==> src/rtl/axi_master_bridge_pkg.sv <==
// ---------------------------------------------------------------------------
// axi_master_bridge_pkg
// Shared constants for the arbiter-to-AXI4 master bridge: AXI encodings for
// response, burst type and beat size, and the read/write FSM state codes.
// ---------------------------------------------------------------------------
package axi_master_bridge_pkg;

  localparam logic [1:0] RESP_OKAY  = 2'b00;
  localparam logic [1:0] BURST_INCR = 2'b01;
  localparam logic [2:0] SIZE_4B    = 3'b010;

  // Read FSM
  localparam logic [1:0] R_IDLE = 2'd0;
  localparam logic [1:0] R_ADDR = 2'd1;
  localparam logic [1:0] R_DATA = 2'd2;
  localparam logic [1:0] R_DONE = 2'd3;

  // Write FSM
  localparam logic [2:0] W_IDLE = 3'd0;
  localparam logic [2:0] W_ADDR = 3'd1;
  localparam logic [2:0] W_DATA = 3'd2;
  localparam logic [2:0] W_ACK  = 3'd3;
  localparam logic [2:0] W_RESP = 3'd4;
  localparam logic [2:0] W_DONE = 3'd5;

  // Anything other than OKAY (EXOKAY is never expected) counts as an error.
  function automatic logic resp_is_err(input logic [1:0] resp);
    return resp != RESP_OKAY;
  endfunction

endpackage

==> src/rtl/axi_master_bridge_if.sv <==
// ---------------------------------------------------------------------------
// axi_master_bridge_if
// AXI4 AR/R/AW/W/B channel bundle between the bridge (master modport) and
// the SoC interconnect (slave modport).
// ---------------------------------------------------------------------------
interface axi_master_bridge_if #(
  parameter int ID_W   = 4,
  parameter int ADDR_W = 32,
  parameter int DATA_W = 32
);
  // AR channel
  logic [ID_W-1:0]     arid;
  logic [ADDR_W-1:0]   araddr;
  logic [7:0]          arlen;
  logic [2:0]          arsize;
  logic [1:0]          arburst;
  logic                arvalid;
  logic                arready;
  // R channel
  logic [ID_W-1:0]     rid;
  logic [DATA_W-1:0]   rdata;
  logic [1:0]          rresp;
  logic                rlast;
  logic                rvalid;
  logic                rready;
  // AW channel
  logic [ID_W-1:0]     awid;
  logic [ADDR_W-1:0]   awaddr;
  logic [7:0]          awlen;
  logic [2:0]          awsize;
  logic [1:0]          awburst;
  logic                awvalid;
  logic                awready;
  // W channel
  logic [DATA_W-1:0]   wdata;
  logic [DATA_W/8-1:0] wstrb;
  logic                wlast;
  logic                wvalid;
  logic                wready;
  // B channel
  logic [ID_W-1:0]     bid;
  logic [1:0]          bresp;
  logic                bvalid;
  logic                bready;

  modport master (
    output arid, araddr, arlen, arsize, arburst, arvalid,
    input  arready,
    input  rid, rdata, rresp, rlast, rvalid,
    output rready,
    output awid, awaddr, awlen, awsize, awburst, awvalid,
    input  awready,
    output wdata, wstrb, wlast, wvalid,
    input  wready,
    input  bid, bresp, bvalid,
    output bready
  );

  modport slave (
    input  arid, araddr, arlen, arsize, arburst, arvalid,
    output arready,
    output rid, rdata, rresp, rlast, rvalid,
    input  rready,
    input  awid, awaddr, awlen, awsize, awburst, awvalid,
    output awready,
    input  wdata, wstrb, wlast, wvalid,
    output wready,
    output bid, bresp, bvalid,
    input  bready
  );

endinterface

==> src/rtl/axi_master_bridge_rd.sv <==
// ---------------------------------------------------------------------------
// axi_master_bridge_rd
// Read path: turns a held ren/raddr/rlen request into one AR handshake and
// returns one registered rdata_valid pulse per R beat.
// Ports: clk/rst (async active-low), ce_i start enable, arbiter read request,
// rdata_o/rdata_valid_o beat return, err_o single-cycle error strobe, and the
// AR/R channel signals (araddr/arlen/arvalid/arready, rdata/rresp/rlast/
// rvalid/rready).
// ---------------------------------------------------------------------------
module axi_master_bridge_rd
  import axi_master_bridge_pkg::*;
#(
  parameter int ADDR_W = 32,
  parameter int DATA_W = 32
) (
  input  logic              clk,
  input  logic              rst,
  input  logic              ce_i,
  input  logic              ren_i,
  input  logic [ADDR_W-1:0] raddr_i,
  input  logic [7:0]        rlen_i,
  output logic [DATA_W-1:0] rdata_o,
  output logic              rdata_valid_o,
  output logic              err_o,
  output logic [ADDR_W-1:0] araddr,
  output logic [7:0]        arlen,
  output logic              arvalid,
  input  logic              arready,
  input  logic [DATA_W-1:0] rdata,
  input  logic [1:0]        rresp,
  input  logic              rlast,
  input  logic              rvalid,
  output logic              rready
);

  logic [1:0]        rd_state;
  logic [ADDR_W-1:0] araddr_q;
  logic [7:0]        arlen_q;
  logic [DATA_W-1:0] rdata_p1;
  logic              vld_p1;

  always_ff @(posedge clk or negedge rst) begin
    if (!rst) begin
      rd_state <= R_IDLE;
      araddr_q <= '0;
      arlen_q  <= '0;
      rdata_p1 <= '0;
      vld_p1   <= 1'b0;
    end else begin
      vld_p1 <= 1'b0;
      case (rd_state)
        R_IDLE: begin
          if (ce_i && ren_i) begin
            araddr_q <= raddr_i;
            arlen_q  <= rlen_i;
            rd_state <= R_ADDR;
          end
        end
        R_ADDR: begin
          if (arready) rd_state <= R_DATA;
        end
        // R beat -> registered return (stage p1)
        R_DATA: begin
          if (rvalid) begin
            rdata_p1 <= rdata;
            vld_p1   <= 1'b1;
            if (rlast) rd_state <= R_DONE;
          end
        end
        // The arbiter still holds ren while it eats the last pulse, so this
        // state exists only to keep that stale request from restarting.
        R_DONE:  rd_state <= R_IDLE;
        default: rd_state <= R_IDLE;
      endcase
    end
  end

  assign araddr        = araddr_q;
  assign arlen         = arlen_q;
  assign arvalid       = (rd_state == R_ADDR);
  assign rready        = (rd_state == R_DATA);
  assign rdata_o       = rdata_p1;
  assign rdata_valid_o = vld_p1;
  assign err_o         = rvalid && rready && resp_is_err(rresp);

endmodule

==> src/rtl/axi_master_bridge_wr.sv <==
// ---------------------------------------------------------------------------
// axi_master_bridge_wr
// Write path: one AW handshake, then wlen+1 W beats separated by an idle
// cycle so the arbiter can present the next word, then the B response.
// wdata_resp_o pulses after every non-last beat and after B for the last.
// Ports: clk/rst (async active-low), ce_i start enable, arbiter write request
// (wen/waddr/wlen/wsel/wdata), wdata_resp_o beat acknowledge, err_o error
// strobe, and the AW/W/B channel signals.
// ---------------------------------------------------------------------------
module axi_master_bridge_wr
  import axi_master_bridge_pkg::*;
#(
  parameter int ADDR_W = 32,
  parameter int DATA_W = 32
) (
  input  logic                clk,
  input  logic                rst,
  input  logic                ce_i,
  input  logic                wen_i,
  input  logic [ADDR_W-1:0]   waddr_i,
  input  logic [7:0]          wlen_i,
  input  logic [DATA_W/8-1:0] wsel_i,
  input  logic [DATA_W-1:0]   wdata_i,
  output logic                wdata_resp_o,
  output logic                err_o,
  output logic [ADDR_W-1:0]   awaddr,
  output logic [7:0]          awlen,
  output logic                awvalid,
  input  logic                awready,
  output logic [DATA_W-1:0]   wdata,
  output logic [DATA_W/8-1:0] wstrb,
  output logic                wlast,
  output logic                wvalid,
  input  logic                wready,
  input  logic [1:0]          bresp,
  input  logic                bvalid,
  output logic                bready
);

  logic [2:0]        wr_state;
  logic [ADDR_W-1:0] awaddr_q;
  logic [7:0]        awlen_q;
  logic [7:0]        beat_q;
  logic              resp_p1;
  logic              last_beat;

  assign last_beat = (beat_q == awlen_q);

  always_ff @(posedge clk or negedge rst) begin
    if (!rst) begin
      wr_state <= W_IDLE;
      awaddr_q <= '0;
      awlen_q  <= '0;
      beat_q   <= '0;
      resp_p1  <= 1'b0;
    end else begin
      resp_p1 <= 1'b0;
      case (wr_state)
        W_IDLE: begin
          if (ce_i && wen_i) begin
            awaddr_q <= waddr_i;
            awlen_q  <= wlen_i;
            beat_q   <= '0;
            wr_state <= W_ADDR;
          end
        end
        W_ADDR: begin
          if (awready) wr_state <= W_DATA;
        end
        // W beat -> registered acknowledge (stage p1)
        W_DATA: begin
          if (wready) begin
            if (last_beat) begin
              // The final acknowledge waits for B so the arbiter knows the
              // whole burst is committed.
              wr_state <= W_RESP;
            end else begin
              resp_p1  <= 1'b1;
              beat_q   <= beat_q + 8'd1;
              wr_state <= W_ACK;
            end
          end
        end
        // wvalid drops for a cycle while the arbiter advances wdata_i.
        W_ACK:  wr_state <= W_DATA;
        W_RESP: begin
          if (bvalid) begin
            resp_p1  <= 1'b1;
            wr_state <= W_DONE;
          end
        end
        // Swallows the still-held wen after the final acknowledge.
        W_DONE:  wr_state <= W_IDLE;
        default: wr_state <= W_IDLE;
      endcase
    end
  end

  assign awaddr       = awaddr_q;
  assign awlen        = awlen_q;
  assign awvalid      = (wr_state == W_ADDR);
  assign wvalid       = (wr_state == W_DATA);
  assign wdata        = wdata_i;
  assign wstrb        = wsel_i;
  assign wlast        = wvalid && last_beat;
  assign bready       = (wr_state == W_RESP);
  assign wdata_resp_o = resp_p1;
  assign err_o        = bvalid && bready && resp_is_err(bresp);

endmodule

==> src/rtl/axi_master_bridge.sv <==
// ---------------------------------------------------------------------------
// axi_master_bridge
// Converts the cache arbiter's level-held read/write requests into AXI4
// master transactions. Read and write paths are independent and can run
// concurrently; this level wires them to the bus and keeps the sticky error.
// Ports: clk, rst (async active-low), ce_i (blocks new starts only),
// ren_i/raddr_i/rlen_i -> rdata_o/rdata_valid_o,
// wen_i/waddr_i/wlen_i/wsel_i/wdata_i -> wdata_resp_o,
// bus_err_o (sticky until reset), axi (AXI4 master modport).
// ---------------------------------------------------------------------------
module axi_master_bridge
  import axi_master_bridge_pkg::*;
#(
  parameter int ID_W   = 4,
  parameter int ADDR_W = 32,
  parameter int DATA_W = 32
) (
  input  logic                clk,
  input  logic                rst,
  input  logic                ce_i,
  input  logic                ren_i,
  input  logic [ADDR_W-1:0]   raddr_i,
  input  logic [7:0]          rlen_i,
  output logic [DATA_W-1:0]   rdata_o,
  output logic                rdata_valid_o,
  input  logic                wen_i,
  input  logic [ADDR_W-1:0]   waddr_i,
  input  logic [7:0]          wlen_i,
  input  logic [DATA_W/8-1:0] wsel_i,
  input  logic [DATA_W-1:0]   wdata_i,
  output logic                wdata_resp_o,
  output logic                bus_err_o,
  axi_master_bridge_if.master axi
);

  logic rd_err;
  logic wr_err;
  logic bus_err_q;

  assign axi.arid    = '0;
  assign axi.arsize  = SIZE_4B;
  assign axi.arburst = BURST_INCR;
  assign axi.awid    = '0;
  assign axi.awsize  = SIZE_4B;
  assign axi.awburst = BURST_INCR;

  axi_master_bridge_rd #(
    .ADDR_W (ADDR_W),
    .DATA_W (DATA_W)
  ) u_rd (
    .clk           (clk),
    .rst           (rst),
    .ce_i          (ce_i),
    .ren_i         (ren_i),
    .raddr_i       (raddr_i),
    .rlen_i        (rlen_i),
    .rdata_o       (rdata_o),
    .rdata_valid_o (rdata_valid_o),
    .err_o         (rd_err),
    .araddr        (axi.araddr),
    .arlen         (axi.arlen),
    .arvalid       (axi.arvalid),
    .arready       (axi.arready),
    .rdata         (axi.rdata),
    .rresp         (axi.rresp),
    .rlast         (axi.rlast),
    .rvalid        (axi.rvalid),
    .rready        (axi.rready)
  );

  axi_master_bridge_wr #(
    .ADDR_W (ADDR_W),
    .DATA_W (DATA_W)
  ) u_wr (
    .clk          (clk),
    .rst          (rst),
    .ce_i         (ce_i),
    .wen_i        (wen_i),
    .waddr_i      (waddr_i),
    .wlen_i       (wlen_i),
    .wsel_i       (wsel_i),
    .wdata_i      (wdata_i),
    .wdata_resp_o (wdata_resp_o),
    .err_o        (wr_err),
    .awaddr       (axi.awaddr),
    .awlen        (axi.awlen),
    .awvalid      (axi.awvalid),
    .awready      (axi.awready),
    .wdata        (axi.wdata),
    .wstrb        (axi.wstrb),
    .wlast        (axi.wlast),
    .wvalid       (axi.wvalid),
    .wready       (axi.wready),
    .bresp        (axi.bresp),
    .bvalid       (axi.bvalid),
    .bready       (axi.bready)
  );

  always_ff @(posedge clk or negedge rst) begin
    if (!rst)                 bus_err_q <= 1'b0;
    else if (rd_err || wr_err) bus_err_q <= 1'b1;
  end

  assign bus_err_o = bus_err_q;

endmodule

==> src/flat_wrapper.sv <==
// flat-port wrapper written by rule: the top's interface ports become plain ports
module axi_master_bridge_flat import axi_master_bridge_pkg::*;
#(
  parameter int ID_W   = 4,
  parameter int ADDR_W = 32,
  parameter int DATA_W = 32
)
  (clk, rst, ce_i, ren_i, raddr_i, rlen_i, rdata_o, rdata_valid_o, wen_i, waddr_i, wlen_i, wsel_i, wdata_i, wdata_resp_o, bus_err_o, axi_arid, axi_araddr, axi_arlen, axi_arsize, axi_arburst, axi_arvalid, axi_arready, axi_rid, axi_rdata, axi_rresp, axi_rlast, axi_rvalid, axi_rready, axi_awid, axi_awaddr, axi_awlen, axi_awsize, axi_awburst, axi_awvalid, axi_awready, axi_wdata, axi_wstrb, axi_wlast, axi_wvalid, axi_wready, axi_bid, axi_bresp, axi_bvalid, axi_bready);
  axi_master_bridge_if #(.ID_W(ID_W), .ADDR_W(ADDR_W), .DATA_W(DATA_W)) axi_i ();
  input  logic clk;
  input  logic rst;
  input  logic ce_i;
  input  logic ren_i;
  input  logic [ADDR_W-1:0] raddr_i;
  input  logic [7:0] rlen_i;
  output logic [DATA_W-1:0] rdata_o;
  output logic rdata_valid_o;
  input  logic wen_i;
  input  logic [ADDR_W-1:0] waddr_i;
  input  logic [7:0] wlen_i;
  input  logic [DATA_W/8-1:0] wsel_i;
  input  logic [DATA_W-1:0] wdata_i;
  output logic wdata_resp_o;
  output logic bus_err_o;
  output wire logic [$bits(axi_i.arid)-1:0] axi_arid;
  output wire logic [$bits(axi_i.araddr)-1:0] axi_araddr;
  output wire logic [$bits(axi_i.arlen)-1:0] axi_arlen;
  output wire logic [$bits(axi_i.arsize)-1:0] axi_arsize;
  output wire logic [$bits(axi_i.arburst)-1:0] axi_arburst;
  output wire logic [$bits(axi_i.arvalid)-1:0] axi_arvalid;
  input wire logic [$bits(axi_i.arready)-1:0] axi_arready;
  input wire logic [$bits(axi_i.rid)-1:0] axi_rid;
  input wire logic [$bits(axi_i.rdata)-1:0] axi_rdata;
  input wire logic [$bits(axi_i.rresp)-1:0] axi_rresp;
  input wire logic [$bits(axi_i.rlast)-1:0] axi_rlast;
  input wire logic [$bits(axi_i.rvalid)-1:0] axi_rvalid;
  output wire logic [$bits(axi_i.rready)-1:0] axi_rready;
  output wire logic [$bits(axi_i.awid)-1:0] axi_awid;
  output wire logic [$bits(axi_i.awaddr)-1:0] axi_awaddr;
  output wire logic [$bits(axi_i.awlen)-1:0] axi_awlen;
  output wire logic [$bits(axi_i.awsize)-1:0] axi_awsize;
  output wire logic [$bits(axi_i.awburst)-1:0] axi_awburst;
  output wire logic [$bits(axi_i.awvalid)-1:0] axi_awvalid;
  input wire logic [$bits(axi_i.awready)-1:0] axi_awready;
  output wire logic [$bits(axi_i.wdata)-1:0] axi_wdata;
  output wire logic [$bits(axi_i.wstrb)-1:0] axi_wstrb;
  output wire logic [$bits(axi_i.wlast)-1:0] axi_wlast;
  output wire logic [$bits(axi_i.wvalid)-1:0] axi_wvalid;
  input wire logic [$bits(axi_i.wready)-1:0] axi_wready;
  input wire logic [$bits(axi_i.bid)-1:0] axi_bid;
  input wire logic [$bits(axi_i.bresp)-1:0] axi_bresp;
  input wire logic [$bits(axi_i.bvalid)-1:0] axi_bvalid;
  output wire logic [$bits(axi_i.bready)-1:0] axi_bready;
  assign axi_arid = axi_i.arid;
  assign axi_araddr = axi_i.araddr;
  assign axi_arlen = axi_i.arlen;
  assign axi_arsize = axi_i.arsize;
  assign axi_arburst = axi_i.arburst;
  assign axi_arvalid = axi_i.arvalid;
  assign axi_i.arready = axi_arready;
  assign axi_i.rid = axi_rid;
  assign axi_i.rdata = axi_rdata;
  assign axi_i.rresp = axi_rresp;
  assign axi_i.rlast = axi_rlast;
  assign axi_i.rvalid = axi_rvalid;
  assign axi_rready = axi_i.rready;
  assign axi_awid = axi_i.awid;
  assign axi_awaddr = axi_i.awaddr;
  assign axi_awlen = axi_i.awlen;
  assign axi_awsize = axi_i.awsize;
  assign axi_awburst = axi_i.awburst;
  assign axi_awvalid = axi_i.awvalid;
  assign axi_i.awready = axi_awready;
  assign axi_wdata = axi_i.wdata;
  assign axi_wstrb = axi_i.wstrb;
  assign axi_wlast = axi_i.wlast;
  assign axi_wvalid = axi_i.wvalid;
  assign axi_i.wready = axi_wready;
  assign axi_i.bid = axi_bid;
  assign axi_i.bresp = axi_bresp;
  assign axi_i.bvalid = axi_bvalid;
  assign axi_bready = axi_i.bready;
  axi_master_bridge #(.ID_W(ID_W), .ADDR_W(ADDR_W), .DATA_W(DATA_W)) u_core (.clk(clk), .rst(rst), .ce_i(ce_i), .ren_i(ren_i), .raddr_i(raddr_i), .rlen_i(rlen_i), .rdata_o(rdata_o), .rdata_valid_o(rdata_valid_o), .wen_i(wen_i), .waddr_i(waddr_i), .wlen_i(wlen_i), .wsel_i(wsel_i), .wdata_i(wdata_i), .wdata_resp_o(wdata_resp_o), .bus_err_o(bus_err_o), .axi(axi_i));
endmodule
==> config.mk <==
export PLATFORM = sky130hd
export DESIGN_NAME = axi_master_bridge_flat
export DESIGN_NICKNAME = d
export VERILOG_FILES = /design/src/rtl/axi_master_bridge_pkg.sv /design/src/rtl/axi_master_bridge_if.sv /design/src/rtl/axi_master_bridge_rd.sv /design/src/rtl/axi_master_bridge_wr.sv /design/src/rtl/axi_master_bridge.sv /design/src/flat_wrapper.sv
export SDC_FILE = /design/constraint.sdc
export NUM_CORES = 1
export LEC_CHECK = 0
export BUFFER_PORTS_ARGS = -buffer_cell sky130_fd_sc_hd__buf_2
export CAP_MARGIN = 20
export CORE_AREA = 2 2 133 135
export CTS_BUF_LIST = sky130_fd_sc_hd__clkbuf_4 sky130_fd_sc_hd__clkbuf_8
export DETAILED_ROUTE_END_ITERATION = 8
export DIE_AREA = 0 0 135 137
export PLACE_DENSITY = 0.65
export SLEW_MARGIN = 20
export SYNTH_ARGS = -nofsm -noshare
export SYNTH_HDL_FRONTEND = slang
export SYNTH_SLANG_ARGS = --single-unit
==> constraint.sdc <==
create_clock -name clk -period 4 [get_ports clk]
set_input_delay 0.4 -clock clk [delete_from_list [all_inputs] [get_ports clk]]
set_output_delay 0.4 -clock clk [all_outputs]
set_load 0.05 [all_outputs]
=== Word-level counts from Yosys, hierarchy flattened ===
Cells that the tools add are included.

* Add/sub/neg operators: 1
* Eq/ne operators: 17
* Mux-type cells: 21
* Reduce and logical (&&, ||, !) cells: 19

{| class="wikitable"
|+ Operators with widths
! cell !! count
|-
| two-way mux 8 bit || 3
|-
| one-hot mux 8 bit (2 select lines) || 1
|-
| two-way mux 3 bit || 5
|-
| one-hot mux 3 bit (5 select lines) || 1
|-
| inequality test 2 bit, second input constant || 7
|-
| AND reduction 4 bit || 3
|-
| adder 8 x 1 -> 8 bit, second input constant || 1
|-
| equality test 8 bit || 1
|-
| two-way mux 2 bit || 4
|-
| one-hot mux 2 bit (4 select lines) || 1
|-
| logical AND 1 bit || 7
|-
| equality test 3 x 2 -> 1 bit, second input constant || 2
|-
| AND reduction 2 bit || 3
|-
| nonzero test 2 bit || 3
|-
| two-way mux 1 bit || 5
|-
| equality test 2 bit, second input constant || 2
|-
| inequality test 2 x 1 -> 1 bit, second input constant || 2
|-
| equality test 3 x 1 -> 1 bit, second input constant || 1
|-
| equality test 3 bit, second input constant || 1
|-
| logical NOT 3 bit || 1
|-
| equality test 2 x 1 -> 1 bit, second input constant || 1
|-
| logical NOT 2 bit || 1
|-
| one-hot mux 1 bit (2 select lines) || 1
|-
| logical OR 1 bit || 1
|}

* Register bits after elaboration: 128
* Input bits: 171
* Output and inout port bits: 175

=== Logic depth before layout (Yosys ltp) ===
* Depth after elaboration: 4
* Mapped depth: 7
* Gate-level depth less buffers: 6

=== Cells and area by module ===
From an unflattened synthesis, not the netlist that was laid out.

* Cell total of the unflattened synthesis: 409
* Area total of the unflattened synthesis: 5,634.2 µm²

{| class="wikitable"
|+ Modules (own cells, without submodules)
! module !! instances !! cells each !! area an instance (µm²)
|-
| axi_master_bridge_rd || 1 || 174 || 2,892.8
|-
| axi_master_bridge_wr || 1 || 213 || 2,567.5
|-
| axi_master_bridge || 1 || 22 || 173.9
|}

=== Worst setup path before layout ===
OpenSTA, ideal clock, no wires.

* Kind: flip-flop to output port
* Start point: register u_core.u_wr.awlen_q[1], in the netlist u_core.u_wr.awlen[1]
* End point: output axi_wlast
* Arrival time: 2,145 ps
* Path slack: 1,455 ps
* Stages on the path, launching flop included: 4
* Path buffers: 0
* Cells stage by stage: dfrtp_1 > xnor2_1 > nand4_2 > nor3_1

* Longest elaborated chain between the ends: 2

{| class="wikitable"
|+ Ends and longest elaborated chain
! element !! line !! text
|-
| start: declaration || axi_master_bridge_wr.sv:42 || <nowiki>logic [7:0] awlen_q;</nowiki>
|-
| start signal: assignment || axi_master_bridge_wr.sv:62 || <nowiki>awlen_q <= wlen_i;</nowiki>
|-
| equality test 8 bit || axi_master_bridge_wr.sv:47 || <nowiki>assign last_beat = (beat_q == awlen_q);</nowiki>
|-
| logical AND 1 bit || axi_master_bridge_wr.sv:105 || <nowiki>assign wlast = wvalid && last_beat;</nowiki>
|-
| end: declaration || flat_wrapper.sv:47 || <nowiki>output wire logic [$bits(axi_i.wlast)-1:0] axi_wlast;</nowiki>
|}

No other way between the ends.

=== Final worst setup path ===
* Start point: register u_core.u_wr.beat_q[1]
* End point: output axi_wlast

* Longest elaborated chain between the ends: 2

{| class="wikitable"
|+ Ends and longest elaborated chain
! element !! line !! text
|-
| start: declaration || axi_master_bridge_wr.sv:43 || <nowiki>logic [7:0] beat_q;</nowiki>
|-
| start signal: assignment || axi_master_bridge_wr.sv:79 || <nowiki>beat_q <= beat_q + 8'd1;</nowiki>
|-
| equality test 8 bit || axi_master_bridge_wr.sv:47 ||
|-
| logical AND 1 bit || axi_master_bridge_wr.sv:105 ||
|}

No other way between the ends.

==> flow_summary.json <==
{
  "drcViolationCount": 0,
  "wl_per_cell_um": 14.6,
  "worst_slew_pin_slew_ns": 0.962,
  "cp_cell_sequence": "xnor2_1 > nand4_2 > nor3_1 > buf_2",
  "row_count": 48,
  "power_frac_clock_pct": 14.8,
  "wl_met3_um": 974,
  "synth.distinct_cells": 53,
  "leakage_nw": 3.79,
  "switching_share_pct": 50.5,
  "wl_mm": 12.7,
  "hold_buffers": 0,
  "avgSynthCellArea_um2": 14.1,
  "path_clk_slew_ns": 0.08,
  "crit_fanout": 7,
  "cts_max_level": 4,
  "cp.required_ns": 3.60,
  "maxCapViolCount": 0,
  "synthesis.instances": 411,
  "ant_nets": 0,
  "power_frac_seq_pct": 30.4,
  "cts_resized": 0,
  "die_h_um": 137,
  "reg2reg_from": "u_core.u_wr.wr_state[1]",
  "path_class": "flop to primary output",
  "insertion_delay_ns": 0.43,
  "timing.hold.ws_ns": 0.0349,
  "numCtsBuffers": 17,
  "top_layer_used": "met4",
  "fp.dieArea_um2": 18500,
  "post-route-period-util_pct": 58.2,
  "drt_iter0_markers": 136,
  "setup-violations-final": 0,
  "outcome": "completed",
  "critPathBufInv": 1,
  "drive_gt1_share_pct": 63.7,
  "boundaryPins": 346,
  "p_sw_mw": 3.84,
  "ys_warn_count": 0,
  "crit_family": "simple AND/OR/NAND/NOR gates",
  "place_area_um2": 6910,
  "die_x_um": 135,
  "synth-edff-count": 0,
  "first_global_vias": 3925,
  "clockBufferDepth": 2,
  "reg2reg_depth": 4,
  "power_density_nw_per_um2": 1040,
  "area.growth.synth_to_final_pct": 26.2,
  "root_buffer": "clkbuf_8",
  "crit_path_start_kind": "flop",
  "fin_tns_setup_ns": 0,
  "wl_met2_mm": 6.41,
  "critPathArrivalTime_ns": 1.93,
  "cts_tree": "built",
  "nets": 802,
  "n_fill_cell": 1580,
  "dpl.hpwl_mm": 9.55,
  "firstDrtPassIters": 4,
  "synth-seq-area-share_pct": 55.2,
  "hold_viol_final": 0,
  "internal_power_mw": 3.77,
  "track_usage_pct": 13.3,
  "finalCriticalPeriod_ns": 2.33,
  "num_vias": 3853,
  "ff_latch_area_um2": 3200,
  "multiInputGateArea_um2": 2100,
  "initial_core_util_pct": 34.0,
  "rsz0062_at_grt": "no",
  "fin_skew_ns": 0.00945,
  "combPwrFrac_pct": 54.8,
  "reg2reg_slack_ns": 1.71,
  "ys_ff_latch": 128,
  "postCtsSetupRepairBufs": 0,
  "cpPeakStageDelay_ns": 0.44,
  "slew_headroom_pct": 35.8,
  "numPortBuffers": 247,
  "grt_max_degree": 67,
  "syn_area_um2": 5800,
  "slew_viol_final": 0,
  "wl_met1_mm": 5.10,
  "min_path_type": "input port to asynchronous set/reset pin",
  "diodes": 0,
  "fin_area_um2": 7320,
  "end_kind": "primary output",
  "grt_first_pass_wirelength_mm": 19.3,
  "ys_async_sr_fraction_pct": 100,
  "clock-sinks": 128,
  "antenna_found_initial": 0,
  "global_route.overflow_total": 0,
  "fmax_mhz": 430,
  "vdd_drop_max_v": 0.000643,
  "r2r-end": "u_core.u_wr.awaddr[8]",
  "gp_congestion": 0.806,
  "core_area_um2": 17100,
  "via_per_inst": 4.45,
  "synth_ff_type": "dfrtp_1",
  "cp_slowest_cell": "dfrtp_1"
}
per-stage QoR:
step                total power, mW  instances  setup WS (ns)  utilization, %
finish                         7.61        865           1.67            42.9
global route                   8.00        865           1.50            42.9
CTS                            7.70        865           1.62            42.9
floorplan                      5.67        427           1.46               -
detailed placement             6.53        833           1.72            40.5
global placement               6.44        833           1.74            40.5
kinds of logic after synthesis:
logic type | Yosys count | synth area share (%)
AOI/OAI and AO/OA | 32 | 4.08
xor gates and xnor gates | 8 | 1.34
adders and majority gates | 4 | 0.863
buffers and inverters | 82 | 9.68
DFF | 128 | 55.2
muxes | 113 | 24.5
other | 2 | 0.129
and+or+nand+nor | 42 | 4.18
cells in the mapped netlist, types with 3 or more instances:
cell      number  area share, %
dfrtp_1      128             55
mux2_2        72             14
buf_4         54            7.0
mux2_4        40             10
inv_1         12           0.78
nand2_1       11           0.71
nor2_1         8           0.52
xnor2_1        7            1.1
buf_6          6            1.2
o21ai_0        5           0.43
a21oi_1        4           0.35
buf_1          4           0.26
clkbuf_1       4           0.26
ha_1           4           0.86
nand3_1        3           0.26
o211ai_1       3           0.39
cell type report:
| class | instances | area share (%) |
|---|---|---|
| sequential | 128 | 43.7 |
| multi-input combinational | 217 | 28.7 |
| timing repair buffer | 250 | 17.4 |
| tap | 225 | 3.84 |
| clock buffer | 20 | 3.76 |
| clock inverter | 12 | 1.83 |
| inverter | 13 | 0.735 |
layout by cell type, fill, tap and decap left out, types with 3 or more instances in the layout:
cell type / count
o211ai_1: 3
clkinvlp_4: 5
buf_4: 3
o21ai_0: 5
ha_1: 4
clkinv_4: 3
a21oi_1: 4
dfrtp_1: 128
conb_1: 18
mux2_4: 40
xnor2_1: 7
nor2_1: 8
buf_2: 246
nand2_1: 11
clkbuf_8: 20
mux2_2: 72
inv_1: 12
worst max-delay path by stage:
stage / from / to / slack (ns) / cells after the start
detailed placement: ce_i / u_core.u_wr.awaddr[8] / 1.72 / 5
CTS: u_core.u_wr.beat_q[1] / axi_wlast / 1.62 / 4
global placement: ce_i / u_core.u_wr.awaddr[12] / 1.74 / 5
global route: u_core.u_wr.beat_q[1] / axi_wlast / 1.50 / 4
floorplan: u_core.u_wr.awlen[1] / axi_wlast / 1.46 / 3
finish: u_core.u_wr.beat_q[1] / axi_wlast / 1.67 / 4
routing by layer:
| metal | track usage (%) | vias to the layer above |
|---|---|---|
| li1 | - | 1793 |
| met3 | 4.33 | 21 |
| met4 | 4.86 | 0 |
| met5 | 0 | - |
| met1 | 16.0 | 1851 |
| met2 | 22.4 | 188 |
power by group through the flow:
| stage | Combinational (mW) | Sequential [mW] | Clock (mW) |
|---|---|---|---|
| 4_1_cts | 4.21 | 2.32 | 1.17 |
| 3_5_place_dp | 4.21 | 2.33 | 0 |
| 3_3_place_gp | 4.15 | 2.30 | 0 |
| 2_1_floorplan | 1.31 | 4.36 | 0 |
| 5_1_grt | 4.37 | 2.40 | 1.23 |
| 6_report | 4.17 | 2.31 | 1.13 |
flip-flops by register name, indices dropped and copies added, names as in the netlist:
register and cells:
u_core.u_rd.rdata_o 32, u_core.u_rd.arlen 8, u_core.u_rd.rd_state 2, u_core.u_wr.awlen 8
u_core.u_wr.wdata_resp_o 1, u_core.bus_err_o 1, u_core.u_rd.rdata_valid_o 1, u_core.u_wr.awaddr 32
u_core.u_wr.beat_q 8, u_core.u_rd.araddr 32, u_core.u_wr.wr_state 3
Note: power is estimated with default switching activity, not from simulation.
